$ cat src/rtl/gpio_sr_pkg.sv
// Shared types and constants for the 74HC595 serial output stage.
package gpio_sr_pkg;

  localparam int FRAME_W = 24;

  // Active-low segment codes, bit order {dp,g,f,e,d,c,b,a}; dp stays off.
  localparam logic [7:0] SEG_BLANK = 8'hFF;
  localparam logic [9:0][7:0] SEG_DIGITS = {
    8'h90, 8'h80, 8'hF8, 8'h82, 8'h92,
    8'h99, 8'hB0, 8'hA4, 8'hF9, 8'hC0
  };

  typedef enum logic [1:0] {
    ST_IDLE     = 2'd0,
    ST_SHIFT_LO = 2'd1,
    ST_SHIFT_HI = 2'd2,
    ST_LATCH    = 2'd3
  } sr_state_t;

endpackage

$ cat src/rtl/seg7_dec.sv
// Combinational 4-bit value to active-low 7-segment code; 10..15 blank.
module seg7_dec (
  input  logic [3:0] i_hex,
  output logic [7:0] o_seg
);
  import gpio_sr_pkg::*;

  // Table lookup with blank for non-decimal values.
  always_comb begin
    o_seg = SEG_BLANK;
    case (i_hex)
      4'd0:    o_seg = SEG_DIGITS[0];
      4'd1:    o_seg = SEG_DIGITS[1];
      4'd2:    o_seg = SEG_DIGITS[2];
      4'd3:    o_seg = SEG_DIGITS[3];
      4'd4:    o_seg = SEG_DIGITS[4];
      4'd5:    o_seg = SEG_DIGITS[5];
      4'd6:    o_seg = SEG_DIGITS[6];
      4'd7:    o_seg = SEG_DIGITS[7];
      4'd8:    o_seg = SEG_DIGITS[8];
      4'd9:    o_seg = SEG_DIGITS[9];
      default: o_seg = SEG_BLANK;
    endcase
  end

endmodule

$ cat src/rtl/gpio_sr_drv.sv
// Serialises two digits and six lamps into a 24-bit frame for a chain of
// three 74HC595s. Frames go out after reset and on content change.
// Optional periodic resend: define GPIO_SR_REFRESH_EN.
//
// state       | meaning
// ST_IDLE     | waiting for a pending frame, sr_clk low
// ST_SHIFT_LO | sr_clk low, sr_data presents frame[bit_idx]
// ST_SHIFT_HI | sr_clk high, 595 samples sr_data
// ST_LATCH    | sr_latch high, frame copied to 595 outputs
module gpio_sr_drv #(
  parameter int CLK_DIV     = 25,
  parameter int REFRESH_CYC = 5_000_000
) (
  input  logic       clk,
  input  logic       rst,
  input  logic [3:0] hex0n,
  input  logic [3:0] hex1n,
  input  logic       rled0,
  input  logic       gled0,
  input  logic       yled0,
  input  logic       rled1,
  input  logic       gled1,
  input  logic       yled1,
  output logic       sr_data,
  output logic       sr_clk,
  output logic       sr_latch,
  output logic       busy
);
  import gpio_sr_pkg::*;

  localparam int DW = $clog2(CLK_DIV + 1);
  localparam logic [DW-1:0] DIV_LAST = DW'(CLK_DIV - 1);

  if (CLK_DIV < 1 || REFRESH_CYC < 1) begin : g_param_chk
    $error("gpio_sr_drv: CLK_DIV and REFRESH_CYC must be >= 1");
  end

  logic [7:0]         w_seg0, w_seg1;
  logic [FRAME_W-1:0] w_enc;
  logic               w_pending, w_start, w_div_tc, w_ref_req;

  sr_state_t          r_state, w_state_nxt;
  logic [FRAME_W-1:0] r_frame, w_frame_nxt;
  logic [FRAME_W-1:0] r_sent, w_sent_nxt;
  logic               r_force, w_force_nxt;
  logic [4:0]         r_bit_idx, w_bit_idx_nxt;
  logic [DW-1:0]      r_div_cnt, w_div_nxt;

  seg7_dec u_seg0 (.i_hex(hex0n), .o_seg(w_seg0));
  seg7_dec u_seg1 (.i_hex(hex1n), .o_seg(w_seg1));

  assign w_enc = {w_seg1, w_seg0, 2'b00, yled1, gled1, rled1, yled0, gled0, rled0};
  assign w_div_tc  = (r_div_cnt == DIV_LAST);
  assign w_pending = r_force | (w_enc != r_sent) | w_ref_req;

`ifdef GPIO_SR_REFRESH_EN
  localparam int RW = (REFRESH_CYC > 1) ? $clog2(REFRESH_CYC) : 1;
  localparam logic [RW-1:0] REF_LAST = RW'(REFRESH_CYC - 1);
  logic [RW-1:0] r_ref_cnt;
  logic          r_ref_req;

  // Free-running refresh timer; a request waits in r_ref_req until a frame starts.
  always_ff @(posedge clk) begin
    if (rst) begin
      r_ref_cnt <= '0;
      r_ref_req <= 1'b0;
    end else if (w_start) begin
      r_ref_cnt <= '0;
      r_ref_req <= 1'b0;
    end else if (r_ref_cnt == REF_LAST) begin
      r_ref_cnt <= '0;
      r_ref_req <= 1'b1;
    end else begin
      r_ref_cnt <= r_ref_cnt + 1'b1;
    end
  end
  assign w_ref_req = r_ref_req;
`else
  assign w_ref_req = 1'b0;
`endif

  // Next-state and datapath updates for the shift sequencer.
  always_comb begin
    w_state_nxt   = r_state;
    w_frame_nxt   = r_frame;
    w_sent_nxt    = r_sent;
    w_force_nxt   = r_force;
    w_bit_idx_nxt = r_bit_idx;
    w_div_nxt     = r_div_cnt;
    w_start       = 1'b0;
    case (r_state)
      ST_IDLE: begin
        if (w_pending) begin
          w_frame_nxt   = w_enc;
          w_bit_idx_nxt = 5'd23;
          w_div_nxt     = '0;
          w_state_nxt   = ST_SHIFT_LO;
          w_start       = 1'b1;
        end
      end
      ST_SHIFT_LO: begin
        if (w_div_tc) begin
          w_div_nxt   = '0;
          w_state_nxt = ST_SHIFT_HI;
        end else begin
          w_div_nxt = r_div_cnt + 1'b1;
        end
      end
      ST_SHIFT_HI: begin
        if (w_div_tc) begin
          w_div_nxt = '0;
          if (r_bit_idx == 5'd0) begin
            w_state_nxt = ST_LATCH;
          end else begin
            w_bit_idx_nxt = r_bit_idx - 5'd1;
            w_state_nxt   = ST_SHIFT_LO;
          end
        end else begin
          w_div_nxt = r_div_cnt + 1'b1;
        end
      end
      ST_LATCH: begin
        if (w_div_tc) begin
          w_div_nxt   = '0;
          w_sent_nxt  = r_frame;
          w_force_nxt = 1'b0;
          w_state_nxt = ST_IDLE;
        end else begin
          w_div_nxt = r_div_cnt + 1'b1;
        end
      end
      default: w_state_nxt = ST_IDLE;
    endcase
  end

  // State registers plus outputs registered from the next state so pins are glitch-free.
  always_ff @(posedge clk) begin
    if (rst) begin
      r_state   <= ST_IDLE;
      r_frame   <= '0;
      r_sent    <= '0;
      r_force   <= 1'b1;
      r_bit_idx <= '0;
      r_div_cnt <= '0;
      sr_data   <= 1'b0;
      sr_clk    <= 1'b0;
      sr_latch  <= 1'b0;
      busy      <= 1'b0;
    end else begin
      r_state   <= w_state_nxt;
      r_frame   <= w_frame_nxt;
      r_sent    <= w_sent_nxt;
      r_force   <= w_force_nxt;
      r_bit_idx <= w_bit_idx_nxt;
      r_div_cnt <= w_div_nxt;
      sr_clk    <= (w_state_nxt == ST_SHIFT_HI);
      sr_latch  <= (w_state_nxt == ST_LATCH);
      busy      <= (w_state_nxt != ST_IDLE);
      // Data moves only when a low half-period begins: full setup and hold around sr_clk rise.
      if (w_state_nxt == ST_SHIFT_LO && r_state != ST_SHIFT_LO)
        sr_data <= w_frame_nxt[w_bit_idx_nxt];
    end
  end

endmodule

$ cat config.mk
export PLATFORM = sky130hd
export DESIGN_NAME = gpio_sr_drv
export DESIGN_NICKNAME = d
export VERILOG_FILES = /design/src/rtl/gpio_sr_pkg.sv /design/src/rtl/seg7_dec.sv /design/src/rtl/gpio_sr_drv.sv
export SDC_FILE = /design/constraint.sdc
export NUM_CORES = 1
export LEC_CHECK = 0
export ABC_AREA = 1
export ABC_CLOCK_PERIOD_IN_PS = 7700
export CAP_MARGIN = 30
export CORE_MARGIN = 1.5
export CORE_UTILIZATION = 37
export DETAILED_ROUTE_END_ITERATION = 6
export PLACE_DENSITY = 0.51
export SYNTH_ARGS = -nofsm -noshare
export SYNTH_HDL_FRONTEND = slang
export SYNTH_HIERARCHICAL = 1
export SYNTH_SLANG_ARGS = --single-unit
$ cat constraint.sdc
create_clock -name clk -period 7.7 [get_ports clk]
set_input_delay 1.54 -clock clk [delete_from_list [all_inputs] [get_ports clk]]
set_output_delay 1.54 -clock clk [all_outputs]
set_load 0.01 [all_outputs]
Word level (Yosys, flattened, before mapping)
Memories as Yosys holds them, arrays and structs flattened.
Cells that the tools add are included.

storage, ports and cells
  output and inout port bits = 4
  logic and storage cells = 49
  bits in read-only memories = 224
  bits of input ports = 16
  register bits = 65
  memories = 2

memory list
  name              depth  width  rd ports  clocked after Yosys merged registers in  write ports  RTL line        RTL
  (name not given)  16     7      1         0                                        0            seg7_dec.sv:11  case (i_hex)
  (name not given)  16     7      1         0                                        0            seg7_dec.sv:11

cells by class
  reduce and logical (&&, ||, !) cells = 6
  magnitude comparators = 1
  equal/unequal tests = 10
  bitwise logic cells = 1
  mux-type cells = 17
  add/subtract/negate cells = 2

operators with widths
  kind                 count
  $mux 24              2
  $mux 5               5
  $ne 24x24->1         1
  $pmux 5 s2           2
  $mux 2               5
  $eq 2x2->1 const B   4
  $pmux 2 s4           1
  $lt 5x6->1 const B   1
  $add 5x1->5 const B  1
  $bmux 1 s5           1
  $eq 5x5->1 const B   1
  $logic_not 5->1      1
  $sub 5x1->5 const B  1
  $eq 2x1->1 const B   2
  $reduce_or 3->1      1
  $logic_not 2->1      1
  $ne 2x1->1 const B   1
  $ne 2x2->1 const B   1
  $reduce_and 2->1     1
  $reduce_bool 2->1    1
  $logic_and 1x1->1    1
  $mux 1               1
  $or 1x1->1           1

Longest topological paths before layout
An unclocked memory read counts as a cell.

  depth after elaboration = 7
  depth in mapped cells = 24
  depth with buffers taken out = 24

By module
Netlist, hierarchy kept.

by module, submodules not included
  module       seq. area each (µm²)  area each (µm²)  times used  cells each
  gpio_sr_drv  1301.2                3410.8           1           501
  seg7_dec     0.0                   198.9            2           37

Worst setup path after synthesis
OpenSTA, ideal clock, no wires.

  path kind = input port to flip-flop
  from = in hex0n[0]
  to = reg sr_data
  path buffers = 0
  arrival time = 3372 ps
  stages on the path = 20
  required time = 7578 ps
  setup time = 122 ps
  slack = 4206 ps
  path through = inv_1 -> ha_1 -> nand2_1 -> nand3_1 -> nand2_1 -> inv_1 -> nand2_1 -> nand2_1 -> nor2_1 -> nand2_1 -> nor2_2 -> nand3_4 -> nor2_4 -> nor2_1 -> o22ai_1 -> nor2_1 -> nand3_1 -> nand2_1 -> inv_2 -> a21oi_2

between the ends
  cells in the longest elaborated chain, start to end = 7
  elaborated cells on any way between the ends = 13
  classes of those cells = 2 x eq/ne; 8 x mux; 1 x bitwise; 1 x reduce/logical; 1 x memory

RTL lines
  item                                                               RTL line                                RTL
  from (decl)                                                        gpio_sr_drv.sv:16                       input logic [3:0] hex0n,
  $mem_v2 16x7 (*)                                                   --
  net w_seg0[3]                                                      gpio_sr_drv.sv:38                       logic [7:0] w_seg0, w_seg1;
  $ne 24x24->1                                                       gpio_sr_drv.sv:54                       assign w_pending = r_force | (w_enc != r_sent) | w_ref_req;
  $or 1x1->1                                                         gpio_sr_drv.sv:54
  $mux 5, or another cell as far along                               gpio_sr_drv.sv:93                       if (w_pending) begin
  $pmux 5 s2, or another cell as far along                           gpio_sr_drv.sv:91                       case (r_state)
  $bmux 1 s5 or $eq 2x1->1 (tied branches)                           gpio_sr_drv.sv:161, gpio_sr_drv.sv:160
  $mux 1 (not written as such) or $logic_and 1x1->1 (tied branches)  gpio_sr_drv.sv:161, gpio_sr_drv.sv:160
  to (signal assigned)                                               gpio_sr_drv.sv:161                      sr_data <= w_frame_nxt[w_bit_idx_nxt];
  to (decl)                                                          gpio_sr_drv.sv:24                       output logic sr_data,

Mark *: on every way through the listed nets, which the timed path passes. The rest lies on a longest branch. The select of a mux whose other input is x is not followed.
A chain may end at the register's enable or synchronous reset.

Worst setup path after layout
  from = in hex0n[1]
  to = reg sr_data

The elaborated chain is that of the path after synthesis.

==> results.py <==
metrics = {
    "status": {
        "status": "completed",
    },
    "floorplanning": {
        "die_h_um": 104,
        "die-area_mm2": 0.0109,
        "std_cell_rows": 36,
        "io_pins": 20,
        "start_util_pct": 38.6,
        "die_w_um": 104,
        "core_mm2": 0.00986,
    },
    "clocking": {
        "cts_tree": "yes",
        "cts_num_sinks": 65,
        "htree_levels": 3,
        "post_cts_buffers": 0,
        "clkLatencyLatePin_ns": 0.34,
        "cts_buffers": 9,
        "cts_resized": 0,
        "clock_path_buffers": 2,
        "root_buffer": "clkbuf_8",
        "hold_buffers": 0,
        "clk_pin_slew_ns": 0.07,
    },
    "yosys": {
        "synthCells": 575,
        "yosysTopAreaCell": "dfxtp_1",
        "ys_ff_latch": 65,
        "synth-xor-area-share_pct": 0.460,
        "synth-compound-area-share_pct": 13.0,
        "synth_warnings": 6,
        "yosysMostFrequentCell": "nand2_1",
        "synth_area_leaders": "dfxtp_1 (34%), nand2_1 (15%), nand3_1 (8.1%)",
        "synthAdderAreaFrac_pct": 4.60,
        "synth_mux_area_share_pct": 0,
        "synth.top_cells.by_count": "nand2_1 (154), inv_1 (80), dfxtp_1 (65)",
        "synth_area_mm2": 0.00381,
        "yosysUniqueCellTypes": 37,
        "synth_edf_count": 0,
        "ys_seq_area_share_pct": 34.2,
        "synth_ff_type": "dfxtp_1",
        "syn_area_per_cell_um2": 6.62,
        "ys_async_sr_fraction_pct": 0,
        "synth_top_family_by_area": "simple AND/OR/NAND/NOR gates",
        "yosysTopAreaCellShare_pct": 34.2,
        "synthSimpleGateAreaFrac_pct": 35.1,
        "synth_nets": 605,
    },
    "global_routing": {
        "antenna_found_initial": 0,
        "grt_max_degree": 39,
        "grt_usage_pct": 17.2,
        "grt_first_pass_wirelength_um": 15100,
        "overflow": 0,
        "first_global_vias": 3243,
    },
    "setup_path": {
        "endpoint": "sr_data",
        "r2r_slack_ns": 5.29,
        "cp_num_cells": 20,
        "crit_start": "hex0n[1]",
        "rr_endpoint": "sr_data",
        "worstSetupEndpointType": "flop",
        "crit_family": "simple AND/OR/NAND/NOR gates",
        "critPathBufInv": 3,
        "arrival_ns": 4.65,
        "r2r_start": "r_sent[6]",
        "critPathLaunchType": "primary input",
        "cp_data_required_time_ns": 7.98,
        "cp_common_cell": "nand2_1",
        "critPathMaxFanout": 16,
        "path_class": "primary input to flop",
        "cp_slowest_stage_delay_ns": 0.57,
        "slowest_stage": "clkdlybuf4s50_1",
        "crit_chain": "clkdlybuf4s50_1, inv_1, ha_1, nand2_1, nand3_1, nand2_1, inv_1, nand2_1, nand2_1, nor2_1, nand2_1, nor2_2, nand3_4, a21oi_2, nand2_1, nand3_1, nand3_1, nand3_2, nand3_2, a21oi_2",
        "r2r_cells": 13,
    },
    "drt": {
        "drc": 0,
        "wire_per_inst_um": 12.1,
        "vias_per_cell": 4.73,
        "vias": 3424,
        "dr.pass1.iters": 4,
        "drt-total-wl_um": 8730,
        "drtIter0Drc": 171,
        "antenna_left": 0,
    },
    "pwr": {
        "power_frac_comb_pct": 16.3,
        "p_sw_share_pct": 28.1,
        "peakVddDrop_mv": 0.0902,
        "internal_power_mw": 0.554,
        "p_leak_nw": 1.95,
        "p_sw_mw": 0.216,
        "pwr-share-seq_pct": 46.8,
        "power_density_mw_per_mm2": 181,
        "power_mw": 0.771,
        "clkPwrFrac_pct": 36.9,
    },
    "sta": {
        "hold_viol": 0,
        "worst_slack_ns": 3.33,
        "finalCriticalPeriod_ns": 4.37,
        "finalClockSkew_ns": 0.00618,
        "drv_slew": 0,
        "rsz0062_at_grt": "no",
        "setup_viol": 0,
        "post-route-period-util_pct": 56.8,
        "fin_setup_tns_ns": 0,
        "slew_headroom_pct": 48.0,
        "fmaxAchievable_ghz": 0.229,
        "worst_slew_pin_slew_ns": 0.780,
    },
    "finish": {
        "drive_gt1_share_pct": 9.98,
        "area_growth_pct": 11.5,
        "diodes": 0,
        "nFillCells": 1038,
        "multiInputGateArea_mm2": 0.00203,
        "nNetsFinal": 616,
        "seq_area_mm2": 0.00130,
    },
    "job": {
        "drv_cap": 0,
    },
    "placement": {
        "io_buffers": 19,
        "preCtsSetupSlack_ns": 2.96,
        "place_congestion": 0.815,
        "dp_hpwl_um": 6410,
    },
    "min_path": {
        "hold_class": "flop to flop",
    },
}
## stage by stage
| stage | utilization [%] | hold slack (ns) | instances | instance area, µm² |
|---|---|---|---|---|
| 6_report | 43.1 | 0.452 | 724 | 4250 |
| 4_1_cts | 43.1 | 0.455 | 724 | 4250 |
| 5_1_grt | 43.1 | 0.476 | 724 | 4250 |
| 2_1_floorplan | - | 0.420 | 575 | 3810 |
| 3_3_place_gp | 41.1 | 0.434 | 708 | 4060 |
| 3_5_place_dp | 41.1 | 0.440 | 708 | 4060 |
## kinds of logic (layout without fill, tap and decap cells)
logic type / Yosys count / in the layout
AO/OA/AOI/OAI: 86 / 86
XOR/XNOR: 2 / 2
adder cells (fa/ha/maj): 14 / 14
buffers and inverters: 114 / 130
flip-flops: 65 / 65
other: 2 / 2
AND/OR/NAND/NOR: 292 / 292
## registers in the layout, indices dropped and copies added, names as in the netlist
register,count
r_frame,24
r_sent,24
r_bit_idx,5
r_div_cnt,5
r_state,2
busy,1
r_force,1
sr_clk,1
sr_data,1
sr_latch,1
## worst reg2reg max path, stage by stage, from the launching register on
cell and delay (ns):
dfxtp_1 0.31, nor2_1 0.11, nand2_1 0.06, nor2_1 0.13
nand2_1 0.13, nor2_2 0.17, nand3_4 0.25, a21oi_2 0.56
nand2_1 0.13, nand3_1 0.14, nand3_1 0.09, nand3_2 0.08
nand3_2 0.08, a21oi_2 0.12
## layout by cell type (no fill, tap or decap), types with 2 or more instances in the layout
cell,Yosys,layout
inv_1,80,80
clkbuf_8,0,10
nand2_2,10,10
nor2_4,3,3
clkinv_2,0,2
o21ai_2,3,3
clkbuf_1,12,3
nand3_1,62,62
nor3_1,4,4
o21ai_0,29,29
a21oi_1,40,40
nand2_4,2,2
inv_2,12,12
ha_1,14,14
a21oi_2,2,2
xnor2_1,2,2
a211oi_1,8,8
conb_1,2,2
clkdlybuf4s50_1,0,19
nand2_1,154,154
dfxtp_1,65,65
nor2_1,45,45
nand3_2,3,3
buf_4,4,2
nor2_2,3,3
## layer usage
layer | up-vias | part of all wire, % | GRT usage (%)
li1 | 1825 | - | -
met1 | 1531 | 49 | 22.5
met2 | 58 | 46 | 28.1
met3 | 10 | 3.6 | 4.01
met4 | 0 | 1.5 | 5.16
met5 | - | 0 | 0
## power groups by stage
stage	registers, mW	clock network [mW]	logic (mW)
6_report	0.361	0.284	0.126
5_1_grt	0.362	0.307	0.146
4_1_cts	0.361	0.296	0.127
3_5_place_dp	0.368	0	0.127
3_3_place_gp	0.368	0	0.126
2_1_floorplan	0.365	0	0.0954
## cell type report
cell class	count	share of cell area, %
clock inverter	3	0.943
timing repair buffer	21	4.83
tap	133	3.92
sequential	65	30.6
inverter	93	8.34
multi-input combinational	396	47.8
clock buffer	13	3.51
## worst min-delay path by stage
| stage | start | end | slack (ns) | cells after the start |
|---|---|---|---|---|
| final | r_sent[7] | r_sent[7] | 0.45 | 2 |
| after global routing | r_force | r_force | 0.48 | 2 |
| after detailed placement | r_force | r_force | 0.44 | 2 |
| after CTS | r_force | r_force | 0.46 | 2 |
| after global placement | r_force | r_force | 0.43 | 2 |
| after floorplan | r_force | r_force | 0.42 | 2 |
Note: power is estimated with default switching activity, not from simulation.
